## src/rtl/rv32_ctrl_pkg.sv

```systemverilog
// ----------------------------------------------------------------------------
// rv32_ctrl_pkg
//
// Shared type definitions for the RV32 run controller, the core top that
// instantiates it, and the benches that drive it.
//
//   run_state_t  : controller FSM state (HALTED, RUN, RUNN, STEP)
//   cmd_op_t     : encoding of the cmd_op port
//   halt_cause_t : encoding of the halt_cause port
// ----------------------------------------------------------------------------
package rv32_ctrl_pkg;

   typedef enum logic [1:0] {
      ST_HALTED = 2'd0,
      ST_RUN    = 2'd1,
      ST_RUNN   = 2'd2,
      ST_STEP   = 2'd3
   } run_state_t;

   typedef enum logic [1:0] {
      OP_RUN  = 2'd0,
      OP_HALT = 2'd1,
      OP_STEP = 2'd2,
      OP_RUNN = 2'd3
   } cmd_op_t;

   typedef enum logic [2:0] {
      CAUSE_NONE  = 3'd0,
      CAUSE_CMD   = 3'd1,
      CAUSE_BP    = 3'd2,
      CAUSE_STOP  = 3'd3,
      CAUSE_COUNT = 3'd4
   } halt_cause_t;

endpackage

```

## src/rtl/rv32_run_ctrl.sv

```systemverilog
// ----------------------------------------------------------------------------
// rv32_run_ctrl
//
// Run/halt controller for an RV32 core. Decides, cycle by cycle, whether the
// core commits an instruction (core_en), driven by debugger-style commands,
// a single PC breakpoint, an external stop request and an instruction budget.
//
// Ports:
//   clk         in   core clock, all state changes on the rising edge
//   rst         in   synchronous reset, active low
//   cmd_valid   in   command request
//   cmd_ready   out  command accepted when cmd_valid && cmd_ready
//   cmd_op      in   [1:0]  RUN / HALT / STEP / RUNN
//   cmd_arg     in   [31:0] instruction budget for RUNN
//   bp_en       in   breakpoint enable
//   bp_addr     in   [31:0] breakpoint PC
//   cur_pc      in   [31:0] PC the core would execute at the next edge
//   Stop_en     in   external stop request, level sensitive
//   core_en     out  core commits one instruction at this edge
//   halted      out  controller is in HALTED
//   halt_cause  out  [2:0] reason for the most recent halt
//   cmd_err     out  one-cycle pulse after an accepted-but-ignored command
//   cycle_cnt   out  [31:0] number of core_en cycles, wraps
// ----------------------------------------------------------------------------
module rv32_run_ctrl
   import rv32_ctrl_pkg::*;
(
   input  logic        clk,
   input  logic        rst,
   input  logic        cmd_valid,
   output logic        cmd_ready,
   input  logic [1:0]  cmd_op,
   input  logic [31:0] cmd_arg,
   input  logic        bp_en,
   input  logic [31:0] bp_addr,
   input  logic [31:0] cur_pc,
   input  logic        Stop_en,
   output logic        core_en,
   output logic        halted,
   output logic [2:0]  halt_cause,
   output logic        cmd_err,
   output logic [31:0] cycle_cnt
);

   run_state_t  state_q,     state_d;
   halt_cause_t cause_q,     cause_d;
   logic [31:0] remaining_q, remaining_d;
   logic        bp_skip_q,   bp_skip_d;
   logic        cmd_err_q,   cmd_err_d;
   logic [31:0] cycle_cnt_q;

   cmd_op_t     op;
   logic        cmd_accept;
   logic        halt_cmd;
   logic        bp_match;

   assign op = cmd_op_t'(cmd_op);

   // Ready depends only on state, Stop_en and reset, never on cmd_valid, so
   // the accept term below carries no combinational loop.
   assign cmd_ready = rst && ((state_q == ST_RUN) || (state_q == ST_RUNN) ||
                              ((state_q == ST_HALTED) && !Stop_en));

   assign cmd_accept = cmd_valid && cmd_ready;
   assign halt_cmd   = cmd_accept && (op == OP_HALT);

   // The skip flag masks the match on the first running cycle so the core can
   // resume from the very PC it stopped on.
   assign bp_match = bp_en && (cur_pc == bp_addr) && !bp_skip_q;

   assign halted     = (state_q == ST_HALTED);
   assign halt_cause = cause_q;
   assign cmd_err    = cmd_err_q;
   assign cycle_cnt  = cycle_cnt_q;

   // Next-state and core_en decode. Inside RUN/RUNN the halt sources are
   // ranked stop > HALT command > breakpoint; only if none fires does the core
   // commit, and only a committing RUNN cycle can exhaust the budget.
   always_comb begin
      state_d     = state_q;
      cause_d     = cause_q;
      remaining_d = remaining_q;
      bp_skip_d   = bp_skip_q;
      cmd_err_d   = 1'b0;
      core_en     = 1'b0;

      case (state_q)
         ST_HALTED: begin
            if (cmd_accept) begin
               case (op)
                  OP_RUN: begin
                     state_d   = ST_RUN;
                     bp_skip_d = 1'b1;
                  end
                  OP_STEP: begin
                     state_d = ST_STEP;
                  end
                  OP_RUNN: begin
                     if (cmd_arg != 32'd0) begin
                        state_d     = ST_RUNN;
                        remaining_d = cmd_arg;
                        bp_skip_d   = 1'b1;
                     end else begin
                        cause_d = CAUSE_COUNT;
                     end
                  end
                  OP_HALT: begin
                     cause_d = CAUSE_CMD;
                  end
                  default: ;
               endcase
            end
         end

         ST_RUN, ST_RUNN: begin
            bp_skip_d = 1'b0;
            cmd_err_d = cmd_accept && (op != OP_HALT);
            if (Stop_en) begin
               state_d = ST_HALTED;
               cause_d = CAUSE_STOP;
            end else if (halt_cmd) begin
               state_d = ST_HALTED;
               cause_d = CAUSE_CMD;
            end else if (bp_match) begin
               state_d = ST_HALTED;
               cause_d = CAUSE_BP;
            end else begin
               core_en = 1'b1;
               if (state_q == ST_RUNN) begin
                  remaining_d = remaining_q - 32'd1;
                  if (remaining_q == 32'd1) begin
                     state_d = ST_HALTED;
                     cause_d = CAUSE_COUNT;
                  end
               end
            end
         end

         ST_STEP: begin
            state_d = ST_HALTED;
            if (Stop_en) begin
               cause_d = CAUSE_STOP;
            end else begin
               core_en = 1'b1;
               cause_d = CAUSE_COUNT;
            end
         end

         default: state_d = ST_HALTED;
      endcase

      // Nothing may commit while reset is held, whatever the state says.
      if (!rst) begin
         core_en = 1'b0;
      end
   end

   // State, budget, skip flag, error pulse and the commit counter. Reset
   // drops any outstanding budget so a later run starts clean.
   always_ff @(posedge clk) begin
      if (!rst) begin
         state_q     <= ST_HALTED;
         cause_q     <= CAUSE_NONE;
         remaining_q <= 32'd0;
         bp_skip_q   <= 1'b0;
         cmd_err_q   <= 1'b0;
         cycle_cnt_q <= 32'd0;
      end else begin
         state_q     <= state_d;
         cause_q     <= cause_d;
         remaining_q <= remaining_d;
         bp_skip_q   <= bp_skip_d;
         cmd_err_q   <= cmd_err_d;
         if (core_en) begin
            cycle_cnt_q <= cycle_cnt_q + 32'd1;
         end
      end
   end

endmodule

```

## config.mk

```make
export PLATFORM = sky130hd
export DESIGN_NAME = rv32_run_ctrl
export DESIGN_NICKNAME = d
export VERILOG_FILES = /design/src/rtl/rv32_ctrl_pkg.sv /design/src/rtl/rv32_run_ctrl.sv
export SDC_FILE = /design/constraint.sdc
export NUM_CORES = 1
export LEC_CHECK = 0
export CAP_MARGIN = 20
export CORE_UTILIZATION = 25
export CTS_BUF_LIST = sky130_fd_sc_hd__clkbuf_8
export DETAILED_ROUTE_END_ITERATION = 7
export GPL_ROUTABILITY_DRIVEN = 1
export PLACE_DENSITY = 0.55
export SYNTH_ARGS = -nofsm -noshare
export SYNTH_HDL_FRONTEND = slang
export SYNTH_SLANG_ARGS = --single-unit
```

## constraint.sdc

```tcl
create_clock -name clk -period 3.4 [get_ports clk]
set_clock_uncertainty 0.1 [all_clocks]
set_input_delay 0.68 -clock clk [delete_from_list [all_inputs] [get_ports clk]]
set_output_delay 0.68 -clock clk [all_outputs]
set_load 0.1 [all_outputs]
```

==> results.py <==
metrics = {
    "status": {
        "status": "complete, no violations",
    },
    "clock_tree": {
        "cts_htree_levels": 3,
        "tritoncts.num_buffers": 9,
        "clockRootBuffer": "clkbuf_8",
        "cts_tree": "done",
        "cts.reportedPaths.clkPinSlew_ns": 0.08,
        "cts_max_path_buffers": 2,
        "clock-sinks": 71,
        "clk_latency_ns": 0.37,
    },
    "cells_and_area": {
        "diodes": 0,
        "fin_util_pct": 37.59,
        "fin_area_um2": 7581,
        "syn2layout_area_growth_pct": 47.49,
        "multi_input_area_um2": 3620,
        "layout.area.seq_um2": 1421,
        "final_cells": 1096,
        "nets": 936,
        "drive_gt1_share_pct": 18.89,
        "fillers": 2107,
    },
    "synthesis": {
        "synthMuxAreaShare_pct": 3.895,
        "netlist_instances": 655,
        "synth_top_family_by_area": "simple AND/OR/NAND/NOR gates",
        "syn_area_um2": 5140,
        "yosysSeqAreaShare_pct": 27.65,
        "ys_warn_count": 0,
        "synth-adder-area-share_pct": 2.921,
        "syn_nets": 770,
        "synth-compound-area-share_pct": 25.15,
        "synth-edff-count": 0,
        "avgSynthCellArea_um2": 7.847,
        "synth-seq-cells": 71,
        "synth_xor_xnor_area_share_pct": 5.453,
        "synthSimpleGateAreaFrac_pct": 29.36,
        "synthArstFlopShare_pct": 0,
        "synth_ff_type": "dfxtp_1",
        "synth.distinct_cells": 66,
    },
    "worst_setup_path": {
        "crit_fanout": 2,
        "required_ns": 2.62,
        "critPathTopFamily": "simple AND/OR/NAND/NOR gates",
        "startpoint_type": "input pin",
        "end_kind": "output pin",
        "crit_chain": "clkdlybuf4s50_1 -> xnor2_2 -> nand4_1 -> or4_4 -> nor4_4 -> nor3_4 -> buf_12",
        "slowest_delay_ns": 0.52,
        "worstSetupPathType": "input pin to output pin",
        "critical_path_arrival_ns": 2.54,
        "slowest_stage": "or4_4",
        "path_buf_inv": 2,
    },
    "routing": {
        "num_vias": 5704,
        "postRouteAntennaNets": 0,
        "first_pass_iters": 5,
        "viasPerCell": 5.204,
        "avgRoutedWirePerCell_um": 16.26,
        "drc_errors": 0,
        "wirelength_um": 17820,
        "drtIter0Drc": 453,
    },
    "run": {
        "drv_cap": 0,
    },
    "pwr": {
        "total_power_mw": 4.494,
        "power_density_nw_per_um2": 592.8,
        "vdd_drop_max_mv": 0.2916,
        "leakage_nw": 3.009,
    },
    "grt": {
        "use_met3_pct": 3.636,
        "grt_start_max_net_pins": 96,
        "use_met2_pct": 27.33,
        "grt_pass1_wl_um": 28550,
        "antenna_found_initial": 0,
        "grt_pass1_vias": 5421,
        "grt-busiest-layer": "met2",
        "track_usage_pct": 16.71,
        "gr-usage-met1_pct": 21.90,
        "overflow": 0,
    },
    "timing": {
        "setup_viol": 0,
        "final_max_slew_viol_count": 0,
        "finalHoldViolCount": 0,
        "finalCriticalPeriod_ns": 3.323,
        "worst_pin_slew_ns": 0.9598,
        "fmax_ghz": 0.3009,
        "finalCritPeriodShare_pct": 97.75,
        "fin_worst_hold_slack_ns": 0.3827,
        "grt_setup_unrepaired": "yes",
        "slew-limit-headroom_pct": 36.01,
    },
    "floorplan": {
        "die-area_um2": 21140,
        "rows": 52,
        "die_w_um": 145.4,
        "initial_core_util_pct": 25.48,
        "coreArea_um2": 20170,
        "io_pins": 142,
        "die_h_um": 145.4,
    },
    "place": {
        "place_inst": 1062,
        "numPortBuffers": 141,
        "placed_area_um2": 7003,
        "dp_hpwl_um": 12390,
        "gp_congestion": 0.8327,
    },
    "hold_path": {
        "hold_path_class": "flop to flop",
    },
}
## report_power, final
group	total (mW)	switching, mW	leakage, nW	internal [mW]
Clock	0.958	0.355	0.136	0.602
Sequential	1.04	0.108	0.574	0.931
Combinational	2.50	1.56	2.30	0.939
Total	4.49	2.02	3.01	2.47
## Yosys cell counts, drive strengths merged, types with 10 or more instances
master / instances / share of area (%)
clkbuf: 35 / 2.6
o311ai: 25 / 4.3
nand4: 27 / 3.3
or4: 10 / 1.5
nand3: 24 / 2.3
nor3: 23 / 2.2
nand2: 61 / 4.5
o31ai: 16 / 2.3
o221a: 10 / 2.2
a211oi: 18 / 2.6
mux2i: 20 / 3.9
o41ai: 10 / 1.7
a21oi: 34 / 3.3
buf: 13 / 1.3
nor4: 26 / 4.1
o21ai: 15 / 1.5
xnor2: 31 / 5.3
nor2: 40 / 2.9
nand2b: 26 / 3.3
inv: 24 / 1.8
dfxtp: 71 / 28
ha: 12 / 2.9
## worst register-to-register path, stage by stage (launching register included)
cell and delay [ns]:
dfxtp_1 0.40, inv_1 0.10, ha_1 0.40, inv_1 0.15
a21oi_1 0.24, o2111ai_1 0.18, a221o_1 0.40, or2_1 0.29
buf_12 0.18, o221a_2 0.28
## area by class of cell
type	count	area share, %
multi-input cells	512	47.75
inverters	24	1.188
clock buffers	11	1.997
well taps	270	4.456
clock inverters	5	1.683
flip-flops and latches	71	18.75
repair buffers	203	24.18
## kinds of logic after synthesis
family	Yosys count
AND/OR/NAND/NOR	275
flip-flops	71
AO/OA/AOI/OAI	173
buffers and inverters	72
XOR/XNOR	32
adder cells (fa/ha/maj)	12
multiplexers	20
## flip-flops by register name, summed over array words and instances (netlist names)
name / cells
bp_skip_q: 1
remaining_q: 32
state_q: 2
cmd_err: 1
cycle_cnt: 32
halt_cause: 3
## metrics by stage
step           TNS [ns]  worst slack, ns
3_5_place_dp    -0.2464          -0.1244
3_3_place_gp    -0.2531          -0.1337
2_1_floorplan  -0.03099         -0.03099
4_1_cts               0        0.0008333
5_1_grt        -0.01312        -0.005184
6_report              0          0.07666
## cells in the final DEF, fill, tap and decap left out, types with 15 or more instances in the layout
cell type,count
a211oi_1,18
a21oi_1,34
buf_4,95
clkdlybuf4s50_1,45
dfxtp_1,71
dlygate4sd2_1,35
dlymetal6s2s_1,19
inv_1,24
mux2i_1,20
nand2_1,61
nand2b_1,25
nand3_1,23
nand4_1,27
nor2_1,39
nor3_1,21
nor4_1,20
o21ai_0,15
o311ai_0,25
o31ai_1,16
xnor2_2,19
## final timing paths
path,startpoint,end,slack [ns],cells past startpoint
max,bp_addr[6],core_en,0.08,7
max reg2reg,state_q[1],remaining_q[9],0.58,9
min,halt_cause[0],halt_cause[0],0.38,2
min reg2reg,halt_cause[0],halt_cause[0],0.38,2
## what timing repair did
action | CTS | global route
setup buffers | 14 | 3
resized for setup | 49 | 36
pin swaps | 25 | 16
cloned | 0 | 1
hold buffers | 0 | 0
setup endpoints to repair | 1 | 12
## per-layer routing
metal	up-vias	routed length, µm
met5	-	0
met4	0	346
met3	22	872
met2	158	8283
met1	2679	8315
li1	2845	-
(Power assumes the default switching activity.)
